[src/rtl/rx_packet_fifo.sv]
// rx_packet_fifo: single-clock receive FIFO between the link receiver and the
// RMAP command decoder. The MSB of each word is the end-of-packet flag.
// Every stored word, including the one presented in first-word-fall-through
// mode, stays in the memory. In that mode dataOut is a registered copy of the
// head word, and the count includes that head word.
module rx_packet_fifo #(
  parameter int WIDTH       = 9,
  parameter int DEPTH       = 64,
  parameter int FWFT        = 0,
  parameter int AFULL_LEVEL = DEPTH - 4
) (
  input  logic                     clk,
  input  logic                     reset,
  input  logic                     flush,
  input  logic                     writeEnable,
  input  logic [WIDTH-1:0]         dataIn,
  output logic                     full,
  output logic                     almostFull,
  input  logic                     readEnable,
  output logic [WIDTH-1:0]         dataOut,
  output logic                     empty,
  output logic [$clog2(DEPTH):0]   count,
  output logic                     packetAvailable,
  output logic [$clog2(DEPTH):0]   packetCount,
  output logic                     overflow,
  output logic                     underflow
);

  localparam int ADDR_W = $clog2(DEPTH);

  logic [WIDTH-1:0]  r_mem [DEPTH];
  logic [ADDR_W-1:0] r_wrPtr;
  logic [ADDR_W-1:0] r_rdPtr;
  logic [ADDR_W:0]   r_count;
  logic [ADDR_W:0]   r_packetCount;
  logic [WIDTH-1:0]  r_dataOut;
  logic              r_empty;
  logic              r_full;
  logic              r_almostFull;
  logic              r_overflow;
  logic              r_underflow;

  logic              w_clear;
  logic              w_rdAccept;
  logic              w_wrAccept;
  logic              w_wrEop;
  logic              w_rdEop;
  logic [WIDTH-1:0]  w_headWord;
  logic [ADDR_W-1:0] w_wrPtrNext;
  logic [ADDR_W-1:0] w_rdPtrNext;
  logic [ADDR_W:0]   w_countNext;
  logic [ADDR_W:0]   w_packetCountNext;
  logic [ADDR_W:0]   w_remaining;
  logic [WIDTH-1:0]  w_prefetchWord;
  logic [WIDTH-1:0]  w_dataOutNext;

  assign w_clear    = reset | flush;
  assign w_rdAccept = readEnable & ~r_empty;
  assign w_wrAccept = writeEnable & (~r_full | w_rdAccept);
  assign w_headWord = r_mem[r_rdPtr];
  assign w_wrEop    = w_wrAccept & dataIn[WIDTH-1];
  assign w_rdEop    = w_rdAccept & w_headWord[WIDTH-1];

  // Next pointers, occupancy, packet count and the next value of dataOut
  always_comb begin
    w_wrPtrNext       = r_wrPtr;
    w_rdPtrNext       = r_rdPtr;
    w_countNext       = r_count;
    w_packetCountNext = r_packetCount;
    w_remaining       = r_count;
    w_prefetchWord    = r_mem[r_rdPtr];
    w_dataOutNext     = r_dataOut;

    if (w_wrAccept) w_wrPtrNext = r_wrPtr + ADDR_W'(1);
    if (w_rdAccept) begin
      w_rdPtrNext = r_rdPtr + ADDR_W'(1);
      w_remaining = r_count - (ADDR_W+1)'(1);
    end

    if (w_wrAccept && !w_rdAccept)      w_countNext = r_count + (ADDR_W+1)'(1);
    else if (w_rdAccept && !w_wrAccept) w_countNext = r_count - (ADDR_W+1)'(1);

    if (w_wrEop && !w_rdEop)      w_packetCountNext = r_packetCount + (ADDR_W+1)'(1);
    else if (w_rdEop && !w_wrEop) w_packetCountNext = r_packetCount - (ADDR_W+1)'(1);

    // When no older word survives this cycle, the incoming word becomes the head
    // and must bypass the memory, which is only written on the clock edge.
    if (w_wrAccept && (w_remaining == '0)) w_prefetchWord = dataIn;
    else                                   w_prefetchWord = r_mem[w_rdPtrNext];

    if (FWFT != 0) begin
      if (w_countNext != '0) w_dataOutNext = w_prefetchWord;
    end else begin
      if (w_rdAccept) w_dataOutNext = w_headWord;
    end
  end

  // Storage array, kept free of reset so it maps onto plain RAM
  always_ff @(posedge clk) begin
    if (!w_clear && w_wrAccept) r_mem[r_wrPtr] <= dataIn;
  end

  // Control state: pointers, counts, registered status flags and output data
  always_ff @(posedge clk) begin
    if (w_clear) begin
      r_wrPtr       <= '0;
      r_rdPtr       <= '0;
      r_count       <= '0;
      r_packetCount <= '0;
      r_dataOut     <= '0;
      r_empty       <= 1'b1;
      r_full        <= 1'b0;
      r_almostFull  <= 1'b0;
      r_overflow    <= 1'b0;
      r_underflow   <= 1'b0;
    end else begin
      r_wrPtr       <= w_wrPtrNext;
      r_rdPtr       <= w_rdPtrNext;
      r_count       <= w_countNext;
      r_packetCount <= w_packetCountNext;
      r_dataOut     <= w_dataOutNext;
      r_empty       <= (w_countNext == '0);
      r_full        <= (w_countNext == (ADDR_W+1)'(DEPTH));
      r_almostFull  <= (w_countNext >= (ADDR_W+1)'(AFULL_LEVEL));
      if (writeEnable && r_full && !w_rdAccept) r_overflow  <= 1'b1;
      if (readEnable && r_empty)                r_underflow <= 1'b1;
    end
  end

  assign full            = r_full;
  assign almostFull      = r_almostFull;
  assign dataOut         = r_dataOut;
  assign empty           = r_empty;
  assign count           = r_count;
  assign packetAvailable = (r_packetCount != '0);
  assign packetCount     = r_packetCount;
  assign overflow        = r_overflow;
  assign underflow       = r_underflow;

endmodule

[config.mk]
export PLATFORM = sky130hd
export DESIGN_NAME = rx_packet_fifo
export DESIGN_NICKNAME = d
export VERILOG_FILES = /design/src/rtl/rx_packet_fifo.sv
export SDC_FILE = /design/constraint.sdc
export NUM_CORES = 1
export LEC_CHECK = 0
export CAP_MARGIN = 5
export CELL_PAD_IN_SITES_DETAIL_PLACEMENT = 1
export CELL_PAD_IN_SITES_GLOBAL_PLACEMENT = 2
export CORE_AREA = 2 2 236 238
export CTS_BUF_LIST = sky130_fd_sc_hd__clkbuf_8
export DETAILED_ROUTE_END_ITERATION = 8
export DIE_AREA = 0 0 238 240
export PLACE_DENSITY_LB_ADDON = 0.1
export SLEW_MARGIN = 20
export SYNTH_ARGS = -nofsm -noshare
export SYNTH_HDL_FRONTEND = slang
export SYNTH_SLANG_ARGS = --single-unit
[constraint.sdc]
create_clock -name clk -period 3.6 [get_ports clk]
set_input_delay 0.72 -clock clk [delete_from_list [all_inputs] [get_ports clk]]
set_output_delay 0.72 -clock clk [all_outputs]
set_load 0.01 [all_outputs]
==> flow_summary_export.csv, run 1 <==
group,metric,value,unit
setup_path,crit_path_start_kind,"register",
pwr,finalPower,14.2,mW
route,wl_met3,2.78,mm
floorplanning,core.rowCount,86,
clocking,clkTransAtPathRegs,0.06,ns
floorplanning,num_io_pins,43,
route,drt_drc_violations_left,0,
clocking,cts_hold_buffers,0,
clocking,clkLatencyLatePin,0.69,ns
place,gp_congestion,0.822,
place,dp_hpwl,40.2,mm
yosys,synth_top_cell_by_area,"edfxtp_1",
sta,skew,0.0229,ns
global_routing,grt_max_degree,65,
layout,finalNonFillerCells,2343,
setup_path,worstPathRequired,4.17,ns
pwr,power.density,497,mW/mm^2
layout,fin_util,52.1,%
yosys,synthTopCellsByArea,"edfxtp_1, mux4_2, mux2i_1",
route,dr.pass1.iters,7,
yosys,synth_cell_type_count,60,
setup_path,path_max_fanout,6,
sta,hold_slack,0.480,ns
yosys,ys_ff_latch,622,
global_routing,grt_pass1_wl,95.0,mm
setup_path,critical_path_class,"register to register",
global_routing,grt_overflow,0,
yosys,ys.flop_type,"edfxtp_1",
route,drtIter0Drc,1030,
route,vias_per_cell,5.72,
sta,fin_tns_setup,0,ns
place,io_buffer_count,42,
sta,hold_viol_final,0,
route,drt_wl_total,64.4,mm
yosys,yosysSeqAreaShare,74.7,%
clocking,tritoncts,"done",
sta,setup_viol,0,
pwr,peakVddDrop,261,uV
pwr,p_switching,3.10,mW
global_routing,first_global_vias,14100,
sta,relSlewSlack,28.6,%
pwr,seq_power_share,56.0,%
layout,drive_gt1_share,24.6,%
sta,post-route-min-period,3.55,ns
yosys,synth_top_area_share,70.9,%
sta,tightestPinTransition,1.07,ns
global_routing,track_usage,23.0,%
sta,setup_slack,0.0466,ns
floorplanning,die_height,240,um
yosys,synthesis.area,0.0244,mm^2
floorplanning,die-area,0.0571,mm^2
pwr,p_sw_share,21.9,%
setup_path,max_stage_delay,0.51,ns
layout,final_area,0.0285,mm^2
yosys,synth_edf_count,576,
sta,fin_crit_sh,98.7,%
sta,slew_violations,0,
clocking,cts_sinks,622,
pwr,p_clk_share,41.1,%
clocking,cts_buffers,102,
worst_hold_path,min_path_type,"register to register",
route,dr.max_layer_used,"met4",
route,num_vias,13400,
setup_path,timing.reg2reg.setup_slack,0.05,ns
route,wl_met2,31.9,mm
sta,max_freq,281,MHz
yosys,postSynthAreaPerCell,18.1,um^2
yosys,yosys_warnings,0,
layout,synthToLayoutAreaGrowth,16.8,%
setup_path,crit_chain,"buf_12, mux4_2, mux4_2, mux2i_4, or2_4, nand2_4, nand2_4, ha_4, buf_6, fa_2, nor2b_4, o21ai_4, a21boi_4, o2111a_2, o31ai_4, o41ai_2",
pwr,leakage,9.03,nW
route,drt-met1-wl,28.2,mm
floorplanning,start_util,44.6,%
flow_run,maxCapViolations,0,
route,ant_nets,0,
pwr,p_comb_share,2.9,%
setup_path,endpoint_kind,"register",
floorplanning,die_w,238,um
yosys,synth_fp_nets,1371,
global_routing,antenna_found_initial,1,
outcome,status,"completed",
clocking,clockBufferDepth,3,
sta,rsz0062_at_grt,"yes",
place,placed_area,0.0263,mm^2
clocking,cts_root_buf,"clkbuf_8",
pwr,power.internal,11.1,mW
floorplanning,core-area,0.0547,mm^2
yosys,netlist_instances,1346,
place,dpl.cell_count,2146,
layout,fin_nets,1578,
place,pre_cts_ws,-0.297,ns
clocking,h-tree-depth,3,
route,wl_per_cell,27.5,um
setup_path,arrival,4.12,ns
yosys,synth-async-reset-ratio,0,%
setup_path,cp_slowest_cell,"mux4_2",
[placed cells by master, fill, tap and decap left out, types with 15 or more instances in the layout]
master,netlist,final
nand3_1,39,39
clkdlybuf4s50_1,0,33
clkbuf_8,0,108
edfxtp_1,576,576
mux4_2,79,80
clkinv_2,0,15
inv_1,11,47
clkinv_1,0,19
mux2i_1,133,132
nor2_1,100,98
a22oi_1,97,97
buf_4,4,135
dfxtp_1,46,43
nand2_1,31,29
[layer usage]
metal / vias up / GRT usage (%)
li1: 5866 / -
met1: 7134 / 31.3
met2: 326 / 38.0
met3: 79 / 3.66
met4: 0 / 7.61
met5: - / 0
[sequential cells by signal (all words and copies together), names as in the netlist, named ones only]
register	count
r_rdPtr	6
r_mem	576
empty	1
underflow	1
almostFull	1
dataOut	9
overflow	1
full	1
packetCount	7
r_wrPtr	6
count	7
[final cells by class]
cell class / count / area, um^2
repair buffers: 180 / 1470
multi-input cells: 636 / 5950
well taps: 704 / 881
diodes: 1 / 2.50
inverters: 11 / 43.8
flip-flops and latches: 622 / 18200
fillers: 5061 / 26200
clock inverters: 81 / 438
clock buffers: 108 / 1490
[Yosys cell counts, types with 3 or more instances]
| cell type | instances |
|---|---|
| nand2_1 | 31 |
| a41oi_1 | 8 |
| buf_4 | 4 |
| ha_1 | 10 |
| buf_2 | 34 |
| a21oi_1 | 10 |
| or3_1 | 5 |
| nor4_1 | 4 |
| inv_1 | 11 |
| a22oi_1 | 97 |
| mux4_2 | 79 |
| nor3b_1 | 6 |
| xnor2_1 | 7 |
| or2_2 | 4 |
| edfxtp_1 | 576 |
| nor2b_1 | 8 |
| and3_1 | 4 |
| clkbuf_1 | 31 |
| buf_1 | 5 |
| a31oi_1 | 3 |
| dfxtp_1 | 46 |
| nor3_1 | 9 |
| nand4_1 | 14 |
| nand3b_1 | 3 |
| xor2_1 | 12 |
| nand3_1 | 39 |
| o21ai_0 | 5 |
| a221o_1 | 8 |
| mux2i_1 | 133 |
| nor2_1 | 100 |
| nand2b_1 | 4 |
[kinds of logic (layout without fill, tap and decap cells)]
family	after synthesis	after routing	synth area share, %
DFF	622	622	74.7
and+or+nand+nor	240	240	4.70
muxes	215	215	13.0
AOI/OAI and AO/OA	151	151	4.67
buffers and inverters	88	380	1.70
xor gates and xnor gates	19	19	0.682
adders and majority gates	11	11	0.595
other	0	1	0
[critical path: cells and delay by family (launching register included)]
kind	cells	cell delay, ns
mux	3	1.20
compound gates	5	0.90
simple gates	4	0.36
flops	1	0.35
buf+inv	2	0.23
fa+ha+maj	2	0.38
[power by group through the flow]
stage / clock network [mW] / registers [mW] / logic [mW]
global route: 6.30 / 7.92 / 0.447
finish: 5.82 / 7.92 / 0.411
global placement: 0 / 8.07 / 0.360
floorplan: 0 / 8.07 / 0.138
detailed placement: 0 / 8.07 / 0.372
CTS: 6.00 / 7.92 / 0.386
[path summary, 6_finish.rpt]
check / startpoint / end / cells after the start
setup reg to reg: register / packetCount[6] / 16
hold reg to reg: underflow / underflow / 2
hold / removal: underflow / underflow / 2
setup / recovery: register / packetCount[6] / 16
[repair_timing]
action,4_1_cts,5_1_grt
buffers inserted,3,3
resized for setup,20,24
endpoints found under the hold margin,0,0
pin swaps,9,13
cloned,0,0
endpoints found under the setup margin,4,4
Note: power is estimated with default switching activity, not from simulation.
==> run 2: changes to the inputs <==
SKIP_LAST_GASP = 1   (was not set)
==> results of run 2 <==
The final DEF is identical to that of run 1; final timing and power are the same.
==> run 3: changes to the inputs <==
CORE_AREA = 2 2 316 318   (was 2 2 236 238)
DIE_AREA = 0 0 318 320   (was 0 0 238 240)
==> run 3 against run 2 <==
- clock-buffer cell count is 19 higher
- non-clock buffer count up 6
- worst hold slack got worse by 0.030 ns
- critical path depth rose by 1
- total power is 4.3% higher
- worst setup slack better by 0.0075 ns
- first-iteration DRC count fell by 13%
- register-to-register slack barely moved
- global-route usage fell by 8.6 points
- critical path type unchanged
- largest cell class unchanged
==> flow_summary_export.csv, run 3 (same netlist as run 1, synthesis figures left out) <==
group,metric,value,unit
layout,drive_gt1_share,24.9,%
clocking,cts_buffers,112,
global_routing,grt_max_degree,65,
sta,post-route-min-period,3.55,ns
setup_path,arrival,4.16,ns
layout,multi_input_area,0.00587,mm^2
layout,largest_register,"r_mem",
sta,slew_violations,0,
route,drt_wl_total,73.0,mm
route,num_vias,13200,
clocking,clockBufferDepth,3,
clocking,tritoncts,"done",
clocking,cts_sinks,622,
global_routing,track_usage,14.4,%
sta,rsz0062_at_grt,"yes",
layout,fillers,10100,
floorplanning,start_util,24.9,%
sta,fin_tns_setup,0,ns
clocking,cts_hold_buffers,0,
worst_hold_path,min_path_type,"input pin to register",
setup_path,worstPathRequired,4.21,ns
floorplanning,die_w,318,um
place,gp_congestion,0.717,
route,drt-met1-wl,35.5,mm
floorplanning,die_height,320,um
worst_hold_path,hold_path_depth,1,
setup_path,path_max_fanout,5,
layout,largest_reg_flops,576,
floorplanning,core-area,0.0980,mm^2
sta,hold_viol_final,0,
sta,skew,0.0323,ns
global_routing,antenna_found_initial,3,
setup_path,cp_slowest_cell,"mux4_2",
route,wl_met3,2.32,mm
floorplanning,num_io_pins,43,
floorplanning,core.rowCount,115,
outcome,status,"completed",
layout,synthToLayoutAreaGrowth,20.7,%
clocking,h-tree-depth,3,
clocking,clkTransAtPathRegs,0.07,ns
setup_path,timing.reg2reg.setup_slack,0.05,ns
clocking,clkLatencyLatePin,0.74,ns
sta,max_freq,282,MHz
layout,finalNonFillerCells,2950,
flow_run,maxCapViolations,0,
sta,tightestPinTransition,1.09,ns
pwr,peakVddDrop,256,uV
sta,fin_crit_sh,98.5,%
pwr,power.density,501,mW/mm^2
setup_path,r2r_end,"packetCount[5]",
layout,final_area,0.0294,mm^2
clocking,cts_root_buf,"clkbuf_8",
route,wl_per_cell,24.7,um
layout,fin_nets,1594,
route,drt_drc_violations_left,0,
setup_path,critical_path_class,"register to register",
sta,relSlewSlack,27.3,%
route,wl_met2,33.9,mm
setup_path,endpoint_kind,"register",
route,dr.max_layer_used,"met4",
sta,setup_viol,0,
global_routing,grt_overflow,0,
worst_hold_path,worstHoldStart,"dataIn[7]",
floorplanning,die-area,0.102,mm^2
place,placed_area,0.0271,mm^2
setup_path,crit_chain,"buf_12, mux4_2, mux4_2, mux2i_4, or2_4, nand2_4, nand2_4, ha_4, inv_4, buf_6, ha_4, a21o_1, a21oi_2, o21ai_2, a21oi_2, nor4_1, a211o_1",
layout,regArea,0.0182,mm^2
route,vias_per_cell,4.46,
place,dp_hpwl,45.8,mm
setup_path,crit_path_start_kind,"register",
route,dr.pass1.iters,4,
route,drtIter0Drc,895,
layout,layout_commonest_cell,"edfxtp_1",
layout,final_cell_mix,"edfxtp_1, buf_4, mux2i_1, clkbuf_8, nor2_1",
place,io_buffer_count,42,
pwr,leakage,9.17,nW
global_routing,first_global_vias,14300,
place,dpl.cell_count,2739,
worst_hold_path,hold_end,"r_mem[1][7]",
setup_path,max_stage_delay,0.54,ns
route,ant_nets,0,
setup_path,r2r_cells,17,
global_routing,grt_pass1_wl,105,mm
run 3: worst max-delay path: cells and delay by family (launching register included):
family	cells	cell delay (ns)
buf+inv	3	0.28
flops	1	0.36
fa+ha+maj	2	0.36
mux	3	1.25
compound gates	5	0.80
simple gates	4	0.37
run 3: area by class of cell:
class,count,area share [%]
Inverter,11,0.149
Clock inverter,79,1.44
Sequential cell,622,61.9
Antenna cell,2,0.0170
Timing Repair Buffer,186,5.14
Clock buffer,127,5.94
Tap cell,1287,5.47
Multi-Input combinational cell,636,19.9
run 3: per-stage QoR:
stage / hold WS (ns) / setup WS [ns] / util (%) / power [mW]
after floorplan: 0.459 / 0.0000904 / - / 8.21
after global placement: 0.469 / -0.415 / 27.7 / 8.45
after detailed placement: 0.469 / -0.435 / 27.7 / 8.46
after CTS: 0.364 / 0.00872 / 30.0 / 15.1
after global routing: 0.396 / -0.0719 / 30.0 / 15.4
final: 0.451 / 0.0542 / 30.0 / 14.8
run 3: power breakdown:
part	switching [mW]	leakage, nW	internal, mW
logic	0.256	2.35	0.138
registers	0.0191	5.55	7.90
clock network	3.01	1.26	3.43
run 3: layer usage:
| layer | global-route usage [%] | vias to the layer above |
|---|---|---|
| met5 | 0 | - |
| met4 | 4.01 | 0 |
| met3 | 2.35 | 98 |
| met2 | 22.9 | 231 |
| met1 | 20.3 | 6921 |
| li1 | - | 5907 |
run 3: timing repair:
| action | CTS | global route |
|---|---|---|
| hold endpoints to repair | 0 | 0 |
| gates resized for setup | 24 | 4 |
| setup buffers | 4 | 0 |
| cloned | 0 | 0 |
| pin swaps | 13 | 3 |
| setup endpoints to repair | 4 | 4 |
run 3: how the worst max path moves through the flow:
stage / start / endpoint / slack (ns) / depth (start not counted)
5_1_grt: register / packetCount[6] / -0.07 / 16
6_report: register / packetCount[5] / 0.05 / 17
3_5_place_dp: register / packetCount[5] / -0.43 / 17
4_1_cts: register / packetCount[6] / 0.009 / 16
3_3_place_gp: register / packetCount[6] / -0.42 / 16
2_1_floorplan: register / packetCount[6] / 0.00009 / 17
